`src/rtl/axi_read_arbiter.sv`:
```
// Purpose: arbitrates the single AXI read channel between I-cache (S0, high prio) and D-cache (S1).
// Latency: M_AXI_ARVALID one cycle after the requester AR handshake; R beats routed with zero latency.
// Backpressure: one read outstanding; AR fields held until M_AXI_ARREADY; RREADY is the owner's RREADY.
//
// Ports:
//   M_AXI_CLK / M_AXI_RSTN        clock, asynchronous active-low reset
//   S{0,1}_AR*                    requester address channels (ARREADY from this block)
//   S{0,1}_R*                     requester read-data channels (only the owner sees RVALID)
//   M_AXI_AR* / M_AXI_R*          shared master read channels; ARID carries the owner
//   BUSY, GRANT, LEN_ERR          status: not idle, current/last owner, sticky burst-length error
module axi_read_arbiter #(
    parameter int ADDR_WIDTH   = 32,
    parameter int DATA_WIDTH   = 32,
    parameter int STARVE_LIMIT = 4
) (
    input  logic                  M_AXI_CLK,
    input  logic                  M_AXI_RSTN,
    // requester 0 (instruction cache)
    input  logic [ADDR_WIDTH-1:0] S0_ARADDR,
    input  logic [7:0]            S0_ARLEN,
    input  logic [2:0]            S0_ARSIZE,
    input  logic [1:0]            S0_ARBURST,
    input  logic                  S0_ARVALID,
    output logic                  S0_ARREADY,
    output logic [DATA_WIDTH-1:0] S0_RDATA,
    output logic [1:0]            S0_RRESP,
    output logic                  S0_RLAST,
    output logic                  S0_RVALID,
    input  logic                  S0_RREADY,
    // requester 1 (data cache)
    input  logic [ADDR_WIDTH-1:0] S1_ARADDR,
    input  logic [7:0]            S1_ARLEN,
    input  logic [2:0]            S1_ARSIZE,
    input  logic [1:0]            S1_ARBURST,
    input  logic                  S1_ARVALID,
    output logic                  S1_ARREADY,
    output logic [DATA_WIDTH-1:0] S1_RDATA,
    output logic [1:0]            S1_RRESP,
    output logic                  S1_RLAST,
    output logic                  S1_RVALID,
    input  logic                  S1_RREADY,
    // shared master read channels
    output logic                  M_AXI_ARID,
    output logic [ADDR_WIDTH-1:0] M_AXI_ARADDR,
    output logic [7:0]            M_AXI_ARLEN,
    output logic [2:0]            M_AXI_ARSIZE,
    output logic [1:0]            M_AXI_ARBURST,
    output logic                  M_AXI_ARVALID,
    input  logic                  M_AXI_ARREADY,
    input  logic [DATA_WIDTH-1:0] M_AXI_RDATA,
    input  logic [1:0]            M_AXI_RRESP,
    input  logic                  M_AXI_RLAST,
    input  logic                  M_AXI_RVALID,
    output logic                  M_AXI_RREADY,
    // status
    output logic                  BUSY,
    output logic                  GRANT,
    output logic                  LEN_ERR
);

    typedef enum logic [1:0] {IDLE, ADDR, DATA} state_t;

    localparam logic [7:0] LIMIT = 8'(STARVE_LIMIT);

    state_t                r_state;
    logic [7:0]            r_starve_cnt;
    logic [7:0]            r_beat_cnt;
    logic                  r_grant;
    logic                  r_len_err;
    logic                  r_arvalid;
    logic [ADDR_WIDTH-1:0] r_araddr;
    logic [7:0]            r_arlen;
    logic [2:0]            r_arsize;
    logic [1:0]            r_arburst;

    logic w_starved;
    logic w_any_req;
    logic w_win;
    logic w_accept;
    logic w_data;
    logic w_s0_sel;
    logic w_s1_sel;
    logic w_r_hs;

    // Winner: 1 selects S1. S1 wins when starved or when S0 is not asking.
    assign w_starved = S1_ARVALID && (r_starve_cnt == LIMIT);
    assign w_any_req = S0_ARVALID || S1_ARVALID;
    assign w_win     = w_starved || !S0_ARVALID;

    // Handshake/routing strobes are gated by reset so nothing is offered while it is held.
    assign w_accept   = M_AXI_RSTN && (r_state == IDLE) && w_any_req;
    assign S0_ARREADY = w_accept && !w_win;
    assign S1_ARREADY = w_accept && w_win;

    assign w_data   = M_AXI_RSTN && (r_state == DATA);
    assign w_s0_sel = w_data && !r_grant;
    assign w_s1_sel = w_data && r_grant;

    assign M_AXI_RREADY = (w_s0_sel && S0_RREADY) || (w_s1_sel && S1_RREADY);
    assign w_r_hs       = M_AXI_RVALID && M_AXI_RREADY;

    assign S0_RVALID = w_s0_sel && M_AXI_RVALID;
    assign S0_RDATA  = w_s0_sel ? M_AXI_RDATA : '0;
    assign S0_RRESP  = w_s0_sel ? M_AXI_RRESP : 2'b00;
    assign S0_RLAST  = w_s0_sel && M_AXI_RLAST;
    assign S1_RVALID = w_s1_sel && M_AXI_RVALID;
    assign S1_RDATA  = w_s1_sel ? M_AXI_RDATA : '0;
    assign S1_RRESP  = w_s1_sel ? M_AXI_RRESP : 2'b00;
    assign S1_RLAST  = w_s1_sel && M_AXI_RLAST;

    assign M_AXI_ARID    = r_grant;
    assign M_AXI_ARADDR  = r_araddr;
    assign M_AXI_ARLEN   = r_arlen;
    assign M_AXI_ARSIZE  = r_arsize;
    assign M_AXI_ARBURST = r_arburst;
    assign M_AXI_ARVALID = r_arvalid;
    assign BUSY          = (r_state != IDLE);
    assign GRANT         = r_grant;
    assign LEN_ERR       = r_len_err;

    always_ff @(posedge M_AXI_CLK or negedge M_AXI_RSTN) begin
        if (!M_AXI_RSTN) begin
            r_state      <= IDLE;
            r_starve_cnt <= '0;
            r_beat_cnt   <= '0;
            r_grant      <= 1'b0;
            r_len_err    <= 1'b0;
            r_arvalid    <= 1'b0;
            r_araddr     <= '0;
            r_arlen      <= '0;
            r_arsize     <= '0;
            r_arburst    <= '0;
        end else begin
            case (r_state)
                IDLE: begin
                    if (w_any_req) begin
                        r_grant   <= w_win;
                        r_araddr  <= w_win ? S1_ARADDR  : S0_ARADDR;
                        r_arlen   <= w_win ? S1_ARLEN   : S0_ARLEN;
                        r_arsize  <= w_win ? S1_ARSIZE  : S0_ARSIZE;
                        r_arburst <= w_win ? S1_ARBURST : S0_ARBURST;
                        r_arvalid <= 1'b1;
                        r_state   <= ADDR;
                        // Count only S0 grants that made a waiting S1 wait longer.
                        if (!w_win && S1_ARVALID)
                            r_starve_cnt <= (r_starve_cnt == LIMIT) ? LIMIT : r_starve_cnt + 8'd1;
                        else
                            r_starve_cnt <= '0;
                    end
                end
                ADDR: begin
                    if (M_AXI_ARREADY) begin
                        r_arvalid  <= 1'b0;
                        r_beat_cnt <= r_arlen;
                        r_state    <= DATA;
                    end
                end
                DATA: begin
                    if (w_r_hs) begin
                        if (r_beat_cnt != 8'd0)
                            r_beat_cnt <= r_beat_cnt - 8'd1;
                        // beat_cnt reaches 0 exactly on the beat that should carry RLAST.
                        if (M_AXI_RLAST) begin
                            if (r_beat_cnt != 8'd0)
                                r_len_err <= 1'b1;
                            r_state <= IDLE;
                        end else if (r_beat_cnt == 8'd0) begin
                            r_len_err <= 1'b1;
                        end
                    end
                end
                default: r_state <= IDLE;
            endcase
        end
    end

endmodule
```
`config.mk`:
```
export PLATFORM = sky130hd
export DESIGN_NAME = axi_read_arbiter
export DESIGN_NICKNAME = d
export VERILOG_FILES = /design/src/rtl/axi_read_arbiter.sv
export SDC_FILE = /design/constraint.sdc
export NUM_CORES = 1
export LEC_CHECK = 0
export BUFFER_PORTS_ARGS = -buffer_cell sky130_fd_sc_hd__buf_2
export CORE_MARGIN = 4
export CORE_UTILIZATION = 46
export DETAILED_ROUTE_END_ITERATION = 10
export GPL_TIMING_DRIVEN = 0
export HOLD_SLACK_MARGIN = 0.03
export PLACE_DENSITY_LB_ADDON = 0.3
export SKIP_LAST_GASP = 1
export SYNTH_ARGS = -nofsm -noshare
export SYNTH_HDL_FRONTEND = slang
export SYNTH_SLANG_ARGS = --single-unit
```
`constraint.sdc`:
```
create_clock -name M_AXI_CLK -period 3.2 [get_ports M_AXI_CLK]
set_input_delay 0.64 -clock M_AXI_CLK [delete_from_list [all_inputs] [get_ports M_AXI_CLK]]
set_output_delay 0.64 -clock M_AXI_CLK [all_outputs]
set_load 0.05 [all_outputs]
```
== After elaboration in Yosys (flattened, before gate mapping) ==
Index checks and enable logic that the tools add are counted.
Storage, ports and cells
  flip-flop bits (word level): 66
  input port bits: 133
  output and inout port bits: 125
  word-level logic and storage cells: 80
Operators by class
  add/sub/neg operators: 2
  equality and inequality tests: 9
  mux-type cells: 25
  reduce and logical (&&, ||, !) cells: 34
Operators with widths (number)
  32-bit 2-to-1 mux: 3
  8-bit 2-to-1 mux: 6
  1-bit logical AND: 16
  8-bit one-hot mux with 2 select lines: 1
  2-bit 2-to-1 mux: 7
  4-bit AND reduction: 3
  8-bit by 1-bit adder with 8-bit output, second input constant: 1
  8-bit by 3-bit == test with 1-bit output, second input constant: 1
  8-bit logical NOT: 1
  2-bit != test, second input constant: 4
  2-bit nonzero test: 4
  8-bit nonzero test: 1
  8-bit by 1-bit subtractor with 8-bit output, second input constant: 1
  2-bit one-hot mux with 3 select lines: 1
  1-bit 2-to-1 mux: 5
  2-bit by 1-bit != test with 1-bit output, second input constant: 2
  1-bit logical NOT: 3
  1-bit logical OR: 3
  3-bit 2-to-1 mux: 1
  3-bit AND reduction: 1
  2-bit by 1-bit == test with 1-bit output, second input constant: 1
  2-bit == test, second input constant: 1
  2-bit logical NOT: 1
  1-bit one-hot mux with 2 select lines: 1
  2-bit AND reduction: 1

== Depth between registers and ports, before layout ==
Gate-level depths: netlist (run 1).
  depth after elaboration: 8
  mapped depth: 8
  mapped depth without buffers: 6

== Worst setup path before layout (run 1) ==
OpenSTA, ideal clock, no wires.
  kind: reg2out
  start: reg r_state[0]
  end: out S1_ARREADY
  arrival time: 2.115 ns
  buffers on the path: 1
  setup slack: 0.445 ns
  required time: 2.560 ns
  stages on the path, launching flop included: 7
  cells stage by stage: dfrtp_1 nor2_1 inv_1 nor2_1 clkbuf_1 nand2_1 nor2_1
Between the ends
  longest elaborated chain between the ends: 4
RTL lines
  start: declaration: RTL line 65  | state_t r_state;
  start signal: assignment: RTL line 123  | r_state <= IDLE;
  start signal: assignment: RTL line 143  | r_state <= ADDR;
  start signal: assignment: RTL line 155  | r_state <= DATA;
  2-bit logical NOT: RTL line 91  | assign w_accept = M_AXI_RSTN && (r_state == IDLE) && w_any_req;
  1-bit logical AND (2 in series): RTL line 91
  1-bit logical AND: RTL line 93  | assign S1_ARREADY = w_accept && w_win;
  end: declaration: RTL line 36  | output logic S1_ARREADY,
Every way passes these cells.

== Worst setup path in the final report (run 1) ==
  start: reg r_state[0]
  end: out S0_RDATA[21]
Between the ends
  longest elaborated chain between the ends: 4
RTL lines
  2-bit == test: RTL line 95  | assign w_data = M_AXI_RSTN && (r_state == DATA);
  1-bit logical AND: RTL line 95
  1-bit logical AND: RTL line 96  | assign w_s0_sel = w_data && !r_grant;
  32-bit 2-to-1 mux: RTL line 103  | assign S0_RDATA = w_s0_sel ? M_AXI_RDATA : '0;
  end: declaration: RTL line 25  | output logic [DATA_WIDTH-1:0] S0_RDATA,
Every way passes these cells.

==> impl_results.md, run 1 <==
- Result of the run: complete, no violations
- Worst reg-to-reg path cell count: 8
- Worst Hold Slack: 176.8 ps
- Post-CTS setup buffer count: 0
- Register bit total from synthesis: 66
- Clock buffer count from CTS: 9
- Kind of critical path: register to primary output
- CTS Hold Bufs: 0
- RSZ-0062 raised after global routing: false
- Effective utilization at floorplan: 46.89%
- Half-perimeter wire length of the detailed placement result: 10210 µm
- Deepest clock path buffer count: 2
- Area of all placed cells without fillers: 5472 µm²
- Sort of element at the start of the critical path: register
- PwrDens: 949.1 nW/µm²
- Data required time of the critical path: 2560 ps
- Seq/Total Area, Yosys: 43.08%
- Global-route wire length before repair: 20270 µm
- Overall fraction of global-route tracks in use: 25.45%
- Max-slew violations: 0
- Peak supply drop: 0.0006337 V
- Footprint of the multi-input gates: 2004 µm²
- Antenna violation net count after detailed routing: 0
- Fraction of synthesis flops using an asynchronous set or reset pin: 100.0%
- Vias per cell: 5.074
- Die extent in x: 99.29 µm
- Number of vias in the routed layout: 4059
- Reg-to-reg slack, setup: 1230 ps
- Number of rows in the core area: 33
- Routed Wire Length: 12630 µm
- CTS clk-pin slew, worst paths: 80 ps
- Largest net degree at the start of global routing: 73
- CTS root buffer: sky130_fd_sc_hd__clkbuf_8
- Worst-case headroom to the max-slew limit: 62.29%
- Leakage power summed over all cells: 2.977 nW
- Synthesized cell area: 3834 µm²
- Tightest Pin Transition: 564.4 ps
- Grt total ovfl: 0
- Instance area at placement: 5254 µm²
- Critical Path Sink: S0_RDATA[21]
- Number of global-route vias before repair: 4190
- Number of warnings reported in the yosys synthesis log: 0
- Max Clock Skew: 6.845 ps
- Count of input and output buffers: 257
- Fraction of layout cells with a size suffix above 1: 42.01%
- Number of detailed-routing iterations run before antenna repair: 4
- Count of flip-flops with a built-in enable after synthesis: 0
- Area added between synthesis and finish: 42.72%
- Area of the die: 9859 µm²
- Vertical die dimension: 99.29 µm
- Time the worst path needs with I/O delays and setup: 2961 ps
- Launch instance of the worst register-to-register path: r_starve_cnt[0]
- Element type at the critical path end: primary output
- Count of endpoints failing hold in the final timing report: 0
- Period utilisation layout: 92.52%
- Remaining routing DRC violations: 0
- Mapped Nets: 559
- Antenna diode count: 0
- Synth Instances: 422
- Deepest level of the CTS H-tree: 3
- Global placer's final weighted congestion: 0.9002
- First element of the critical path: r_state[0]
- Drt wl/cell: 15.79 µm
- CTS sink count: 66
- Critical path data arrival time: 2320 ps
- Class of the tightest hold or removal check: input pin to asynchronous set/reset pin
- Net count of the finished layout: 827
- Violation count after the first detailed-route iteration: 162
- Number of inserted filler cells in the final layout: 689
- Final core area utilization: 66.93%
- Worst flop-to-flop path endpoint: M_AXI_ARADDR[15]
- Most common flop cell mapped by yosys: sky130_fd_sc_hd__dfrtp_1
- Initial antenna violation count: 0
- Maximum achievable frequency: 337.8 MHz
- TritonCTS clock tree: built
- Number of violations of the max-capacitance limit: 0
- Storage cell area: 1652 µm²
- Core Area: 8175 µm²
- Final setup fails: 0
- Clock insertion delay at the later pin of the skew report: 330 ps
- Critical path peak fanout: 10
- Avg Synthesized Cell Area: 9.085 µm²
- Unique cell type count in the Yosys netlist: 39
- Top-level I/O count: 258
-- kinds of logic after synthesis --
logic type / after synthesis / share of synthesized area (%)
DFF: 66 / 43.08
muxes: 48 / 12.53
adders and majority gates: 4 / 1.306
and+or+nand+nor: 182 / 25.07
xor gates and xnor gates: 4 / 0.9137
AOI/OAI and AO/OA: 82 / 12.47
buffers and inverters: 36 / 4.634
-- how the worst min path moves through the flow --
stage,cells past startpoint,end,startpoint
2_1_floorplan,0,GRANT,M_AXI_RSTN
3_3_place_gp,2,M_AXI_ARVALID,M_AXI_ARVALID
3_5_place_dp,1,LEN_ERR,LEN_ERR
4_1_cts,1,M_AXI_ARADDR[10],M_AXI_RSTN
5_1_grt,1,M_AXI_ARADDR[10],M_AXI_RSTN
6_report,1,M_AXI_ARBURST[1],M_AXI_RSTN
-- cell usage in the layout (no fill, tap or decap), types with 2 or more instances in the layout --
master	n
sky130_fd_sc_hd__a211oi_1	2
sky130_fd_sc_hd__a21oi_1	50
sky130_fd_sc_hd__a22oi_1	3
sky130_fd_sc_hd__a31oi_1	4
sky130_fd_sc_hd__and2_1	73
sky130_fd_sc_hd__and3_1	4
sky130_fd_sc_hd__buf_2	263
sky130_fd_sc_hd__buf_4	3
sky130_fd_sc_hd__buf_6	3
sky130_fd_sc_hd__clkbuf_1	14
sky130_fd_sc_hd__clkbuf_8	11
sky130_fd_sc_hd__clkinv_2	2
sky130_fd_sc_hd__dfrtp_1	66
sky130_fd_sc_hd__ha_1	4
sky130_fd_sc_hd__inv_1	9
sky130_fd_sc_hd__mux2i_1	48
sky130_fd_sc_hd__nand2_1	17
sky130_fd_sc_hd__nand2b_1	3
sky130_fd_sc_hd__nand3_1	6
sky130_fd_sc_hd__nor2_1	63
sky130_fd_sc_hd__nor3b_1	3
sky130_fd_sc_hd__nor4_1	4
sky130_fd_sc_hd__o211ai_1	3
sky130_fd_sc_hd__o21ai_0	10
sky130_fd_sc_hd__o21ai_1	2
sky130_fd_sc_hd__o221ai_1	3
sky130_fd_sc_hd__xnor2_1	4
-- metal layers --
layer / up-vias / global-route usage [%] / share of wire (%)
met3: 14 / 5.680 / 8.5
met1: 1888 / 29.34 / 38
met5: - / 0 / 0
met2: 184 / 47.21 / 52
li1: 1973 / - / -
met4: 0 / 6.933 / 1.2
-- critical path, cell delays in order (launching register included) --
cell	delay, ps
sky130_fd_sc_hd__dfrtp_1	400
sky130_fd_sc_hd__nor2b_1	110
sky130_fd_sc_hd__buf_2	210
sky130_fd_sc_hd__nand2_1	90
sky130_fd_sc_hd__nor2_1	390
sky130_fd_sc_hd__clkbuf_1	350
sky130_fd_sc_hd__and2_1	190
sky130_fd_sc_hd__buf_2	260
-- cell type report --
class	instances	share of cell area (%)
clock inverters	4	0.8918
clock buffers	12	2.836
flip-flops and latches	66	30.19
plain buffers	27	2.653
well taps	105	2.401
inverters	9	0.6174
multi-input cells	320	36.63
repair buffers	257	23.78
-- Yosys cell counts (2+ instances only) --
master                     number  area [µm²]
sky130_fd_sc_hd__inv_1          9       33.78
sky130_fd_sc_hd__a211oi_1       2       15.01
sky130_fd_sc_hd__a22oi_1        3       22.52
sky130_fd_sc_hd__xnor2_1        4       35.03
sky130_fd_sc_hd__nand2b_1       3       18.77
sky130_fd_sc_hd__o21ai_0       10       50.05
sky130_fd_sc_hd__buf_2          7       35.03
sky130_fd_sc_hd__clkbuf_1      14       52.55
sky130_fd_sc_hd__mux2i_1       48       480.5
sky130_fd_sc_hd__nor4_1         4       25.02
sky130_fd_sc_hd__dfrtp_1       66        1652
sky130_fd_sc_hd__nor2_1        63       236.5
sky130_fd_sc_hd__and3_1         4       25.02
sky130_fd_sc_hd__ha_1           4       50.05
sky130_fd_sc_hd__nand3_1        6       30.03
sky130_fd_sc_hd__a21oi_1       50       250.2
sky130_fd_sc_hd__nand2_1       17       63.81
sky130_fd_sc_hd__buf_6          3       33.78
sky130_fd_sc_hd__nor3b_1        3       22.52
sky130_fd_sc_hd__buf_4          3       22.52
sky130_fd_sc_hd__and2_1        73       456.7
sky130_fd_sc_hd__o221ai_1       3       26.28
sky130_fd_sc_hd__o211ai_1       3       22.52
sky130_fd_sc_hd__a31oi_1        4       25.02
sky130_fd_sc_hd__o21ai_1        2       10.01
-- registers in the layout (all words and copies together), names as in the netlist --
| name | count |
|---|---|
| GRANT | 1 |
| r_starve_cnt | 8 |
| LEN_ERR | 1 |
| M_AXI_ARBURST | 2 |
| M_AXI_ARLEN | 8 |
| M_AXI_ARVALID | 1 |
| M_AXI_ARSIZE | 3 |
| M_AXI_ARADDR | 32 |
| r_beat_cnt | 8 |
| r_state | 2 |
-- through the flow --
step | std cells | total power [W] | setup TNS (ps) | worst slack [ps]
after floorplan | 422 | 0.003668 | 0 | 444.9
after global placement | 784 | 0.004407 | -38680 | -643.4
after detailed placement | 784 | 0.004484 | -6164 | -186.2
after CTS | 800 | 0.005215 | 0 | 30.11
after global routing | 800 | 0.005509 | 0 | 78.53
final | 800 | 0.005193 | 0 | 239.4
-- where the power goes --
part | internal (W) | switching, W
Sequential | 0.00121 | 0.000270
Clock | 0.000403 | 0.000322
Combinational | 0.000753 | 0.00223
-- timing repair --
action,CTS,global route
resized for setup,2,3
hold endpoints to repair,0,0
endpoints found under the setup margin,61,60
Power figures use the tool's default switching activity.
==> inputs of run 2 (changes only) <==
--- a/config.mk
+++ b/config.mk
@@ -7,7 +7,7 @@
 export LEC_CHECK = 0
 export BUFFER_PORTS_ARGS = -buffer_cell sky130_fd_sc_hd__buf_2
 export CORE_MARGIN = 4
-export CORE_UTILIZATION = 46
+export CORE_UTILIZATION = 38
 export DETAILED_ROUTE_END_ITERATION = 10
 export GPL_TIMING_DRIVEN = 0
 export HOLD_SLACK_MARGIN = 0.03
==> constraint.sdc (replaced) <==
create_clock -name M_AXI_CLK -period 2.7 [get_ports M_AXI_CLK]
set_input_delay 0.54 -clock M_AXI_CLK [delete_from_list [all_inputs] [get_ports M_AXI_CLK]]
set_output_delay 0.54 -clock M_AXI_CLK [all_outputs]
set_load 0.05 [all_outputs]
==> run 2 against run 1 <==
Against the previous run: wire length rose by 5.1%; sequential power rose by 19%; via count rose by 1.6%; global-route usage fell by 3.6 points; critical path depth rose by 1; die area rose by 19%; hold slack got worse by 88 ps; largest power group unchanged.
==> impl_results.md, run 2 (same netlist as run 1, synthesis figures left out) <==
- Clock insertion delay at the later pin of the skew report: 350 ps (was 330 ps)
- Count of input and output buffers: 257 (unchanged)
- Deepest clock path buffer count: 2 (unchanged)
- Class of the tightest hold or removal check: input pin to asynchronous set/reset pin (unchanged)
- Drt wl/cell: 15.96 µm (was 15.79 µm)
- Vias per cell: 4.954 (was 5.074)
- Kind of critical path: register to primary output (unchanged)
- Launch instance of the worst register-to-register path: r_starve_cnt[1] (was r_starve_cnt[0])
- Sum Neg Setup Slack: 0 ps (unchanged)
- Highest-count cells in the layout ignoring fill and taps: sky130_fd_sc_hd__buf_2 (240), sky130_fd_sc_hd__and2_1 (73), sky130_fd_sc_hd__dfrtp_1 (66) (was sky130_fd_sc_hd__buf_2 (263), sky130_fd_sc_hd__and2_1 (73), sky130_fd_sc_hd__dfrtp_1 (66))
- Fraction of layout cells with a size suffix above 1: 43.78% (was 42.01%)
- Antenna diode count: 0 (unchanged)
- Sort of element at the start of the critical path: register (unchanged)
- Final setup fails: 0 (unchanged)
- Global placer's final weighted congestion: 0.8518 (was 0.9002)
- Peak supply drop: 0.0008507 V (was 0.0006337 V)
- Final WS setup: 111.8 ps (was 239.4 ps)
- Relative contribution of sequential cells to total power: 27.8% (was 28.5%)
- Core Area: 9819 µm² (was 8175 µm²)
- Global-route wire length before repair: 19910 µm (was 20270 µm)
- Overall fraction of global-route tracks in use: 21.81% (was 25.45%)
- Reg-to-reg slack, setup: 700 ps (was 1230 ps)
- Half-perimeter wire length of the detailed placement result: 10530 µm (was 10210 µm)
- Antenna violation net count after detailed routing: 0 (unchanged)
- Count of endpoints failing hold in the final timing report: 0 (unchanged)
- Worst flop-to-flop path endpoint: M_AXI_ARADDR[18] (was M_AXI_ARADDR[15])
- Time the worst path needs with I/O delays and setup: 2588 ps
- Fraction of power consumed by combinational cells: 57.2% (was 57.5%)
- Switch share: 53.34% (was 54.43%)
- Clock network power share: 15.1% (was 14.0%)
- Effective utilization at floorplan: 39.04% (was 46.89%)
- Number of detailed-routing iterations run before antenna repair: 4 (unchanged)
- Leakage power summed over all cells: 3.021 nW (was 2.977 nW)
- Worst reg-to-reg path cell count: 9 (was 8)
- Vertical die dimension: 108.4 µm (was 99.29 µm)
- CTS clk-pin slew, worst paths: 70 ps (was 80 ps)
- Area of the die: 11760 µm² (was 9859 µm²)
- Remaining routing DRC violations: 0 (unchanged)
- Number of global-route vias before repair: 4020 (was 4190)
- Pre-CTS setup slack: -553.9 ps (was -186.2 ps)
- TritonCTS clock tree: built (unchanged)
- Max-slew violations: 0 (unchanged)
- Deepest level of the CTS H-tree: 3 (unchanged)
- Critical path data arrival time: 2050 ps (was 2320 ps)
- Number of violations of the max-capacitance limit: 0 (unchanged)
- Result of the run: complete, no violations (unchanged)
- Clock buffer count from CTS: 9 (unchanged)
- Number of rows in the core area: 36 (was 33)
- Number of vias in the routed layout: 4122 (was 4059)
- Most frequent standard cell in the layout excluding fill and tap cells: sky130_fd_sc_hd__buf_2 (unchanged)
- Cell-internal power: 0.002951 W (was 0.002367 W)
- Die extent in x: 108.4 µm (was 99.29 µm)
- Grt total ovfl: 0 (unchanged)
- Initial antenna violation count: 1 (was 0)
- Net load switching power: 0.003374 W (was 0.002827 W)
- Net count of the finished layout: 831 (was 827)
- Period utilisation layout: 95.86%
- Total chip power: 0.006326 W (was 0.005193 W)
- Violation count after the first detailed-route iteration: 269 (was 162)
- Max Clock Skew: 13.04 ps (was 6.845 ps)
- Element type at the critical path end: primary output (unchanged)
- Flip-flop count of the largest register, all copies and words added: 32 (unchanged)
- First element of the critical path: r_starve_cnt[1] (was r_state[0])
- Routed Wire Length: 13280 µm (was 12630 µm)
- Worst-case headroom to the max-slew limit: 65.92% (was 62.29%)
- Data required time of the critical path: 2160 ps (was 2560 ps)
- PwrDens: 1117 nW/µm² (was 949.1 nW/µm²)
- Critical path peak fanout: 10 (unchanged)
- Area added between synthesis and finish: 47.68% (was 42.72%)
- Top-level I/O count: 258 (unchanged)
- Largest net degree at the start of global routing: 73 (unchanged)
- Maximum achievable frequency: 386.4 MHz
- CTS Hold Bufs: 0 (unchanged)
- Tightest Pin Transition: 506.5 ps (was 564.4 ps)
- CTS root buffer: sky130_fd_sc_hd__clkbuf_8 (unchanged)
- CTS sink count: 66 (unchanged)
==> run 2: cell types whose count changed in the layout (fill, tap and decap cells not counted), moves of 2 or more <==
cell and change:
sky130_fd_sc_hd__clkbuf_1 -7, sky130_fd_sc_hd__clkbuf_4 +25, sky130_fd_sc_hd__buf_2 -23, sky130_fd_sc_hd__clkbuf_2 +3, sky130_fd_sc_hd__buf_4 +5, sky130_fd_sc_hd__nor2_4 +2, sky130_fd_sc_hd__nor2_1 -2
==> run 2: cell type report <==
cell class	count	area (µm²)
inverter	9	33.78
sequential	66	1652
clock buffer	12	155.1
fill	923	4158
multi-input combinational	320	2021
timing repair buffer	262	1400
buffer	26	160.2
tap	133	166.4
clock inverter	4	73.82
==> run 2: stage by stage <==
stage                     utilization, %  hold WS [ps]  area (µm²)  std cells
final                              57.66         88.79        5662        832
after global placement             53.84         459.9        5286        812
after global routing               57.66         92.29        5662        832
after detailed placement           53.86         460.2        5289        812
after CTS                          56.70         86.24        5568        829
after floorplan                        -         244.4        3834        422
==> run 2: critical path, cell delays in order (launching register included) <==
cell and delay, ps:
sky130_fd_sc_hd__dfrtp_1 380, sky130_fd_sc_hd__inv_1 70, sky130_fd_sc_hd__ha_1 180, sky130_fd_sc_hd__and4bb_4 210
sky130_fd_sc_hd__a31oi_4 200, sky130_fd_sc_hd__buf_8 140, sky130_fd_sc_hd__buf_6 160, sky130_fd_sc_hd__and3_1 200
sky130_fd_sc_hd__buf_6 170
==> run 2: metal layers <==
| metal | global-route usage [%] | vias to the layer above | part of all wire (%) |
|---|---|---|---|
| met5 | 0 | - | 0.098 |
| met4 | 8.115 | 2 | 2.2 |
| met3 | 8.000 | 21 | 11 |
| met2 | 39.41 | 207 | 51 |
| met1 | 23.07 | 1907 | 36 |
| li1 | - | 1985 | - |
==> run 2: worst max path at each step <==
| stage | endpoint | slack, ps | cells after the start |
|---|---|---|---|
| after CTS | S1_ARREADY | 4 | 7 |
| after floorplan | S1_ARREADY | 40 | 6 |
| final | S0_ARREADY | 110 | 8 |
| after detailed placement | S0_RDATA[19] | -550 | 6 |
| after global routing | S0_ARREADY | -0.2 | 8 |
| after global placement | S0_RDATA[19] | -1060 | 6 |
==> run 2: what timing repair did <==
item | 4_1_cts | 5_1_grt
pin swaps | 0 | 2
resized for setup | 15 | 32
endpoints found under the setup margin | 74 | 53
setup buffers | 2 | 3
==> run 2: power groups by stage <==
stage / combinational, W / sequential [W] / clock (W)
after CTS: 0.00360 / 0.00175 / 0.000981
after floorplan: 0.00141 / 0.00294 / 0
after global routing: 0.00388 / 0.00182 / 0.00103
final: 0.00362 / 0.00176 / 0.000952
after detailed placement: 0.00357 / 0.00175 / 0
after global placement: 0.00350 / 0.00175 / 0
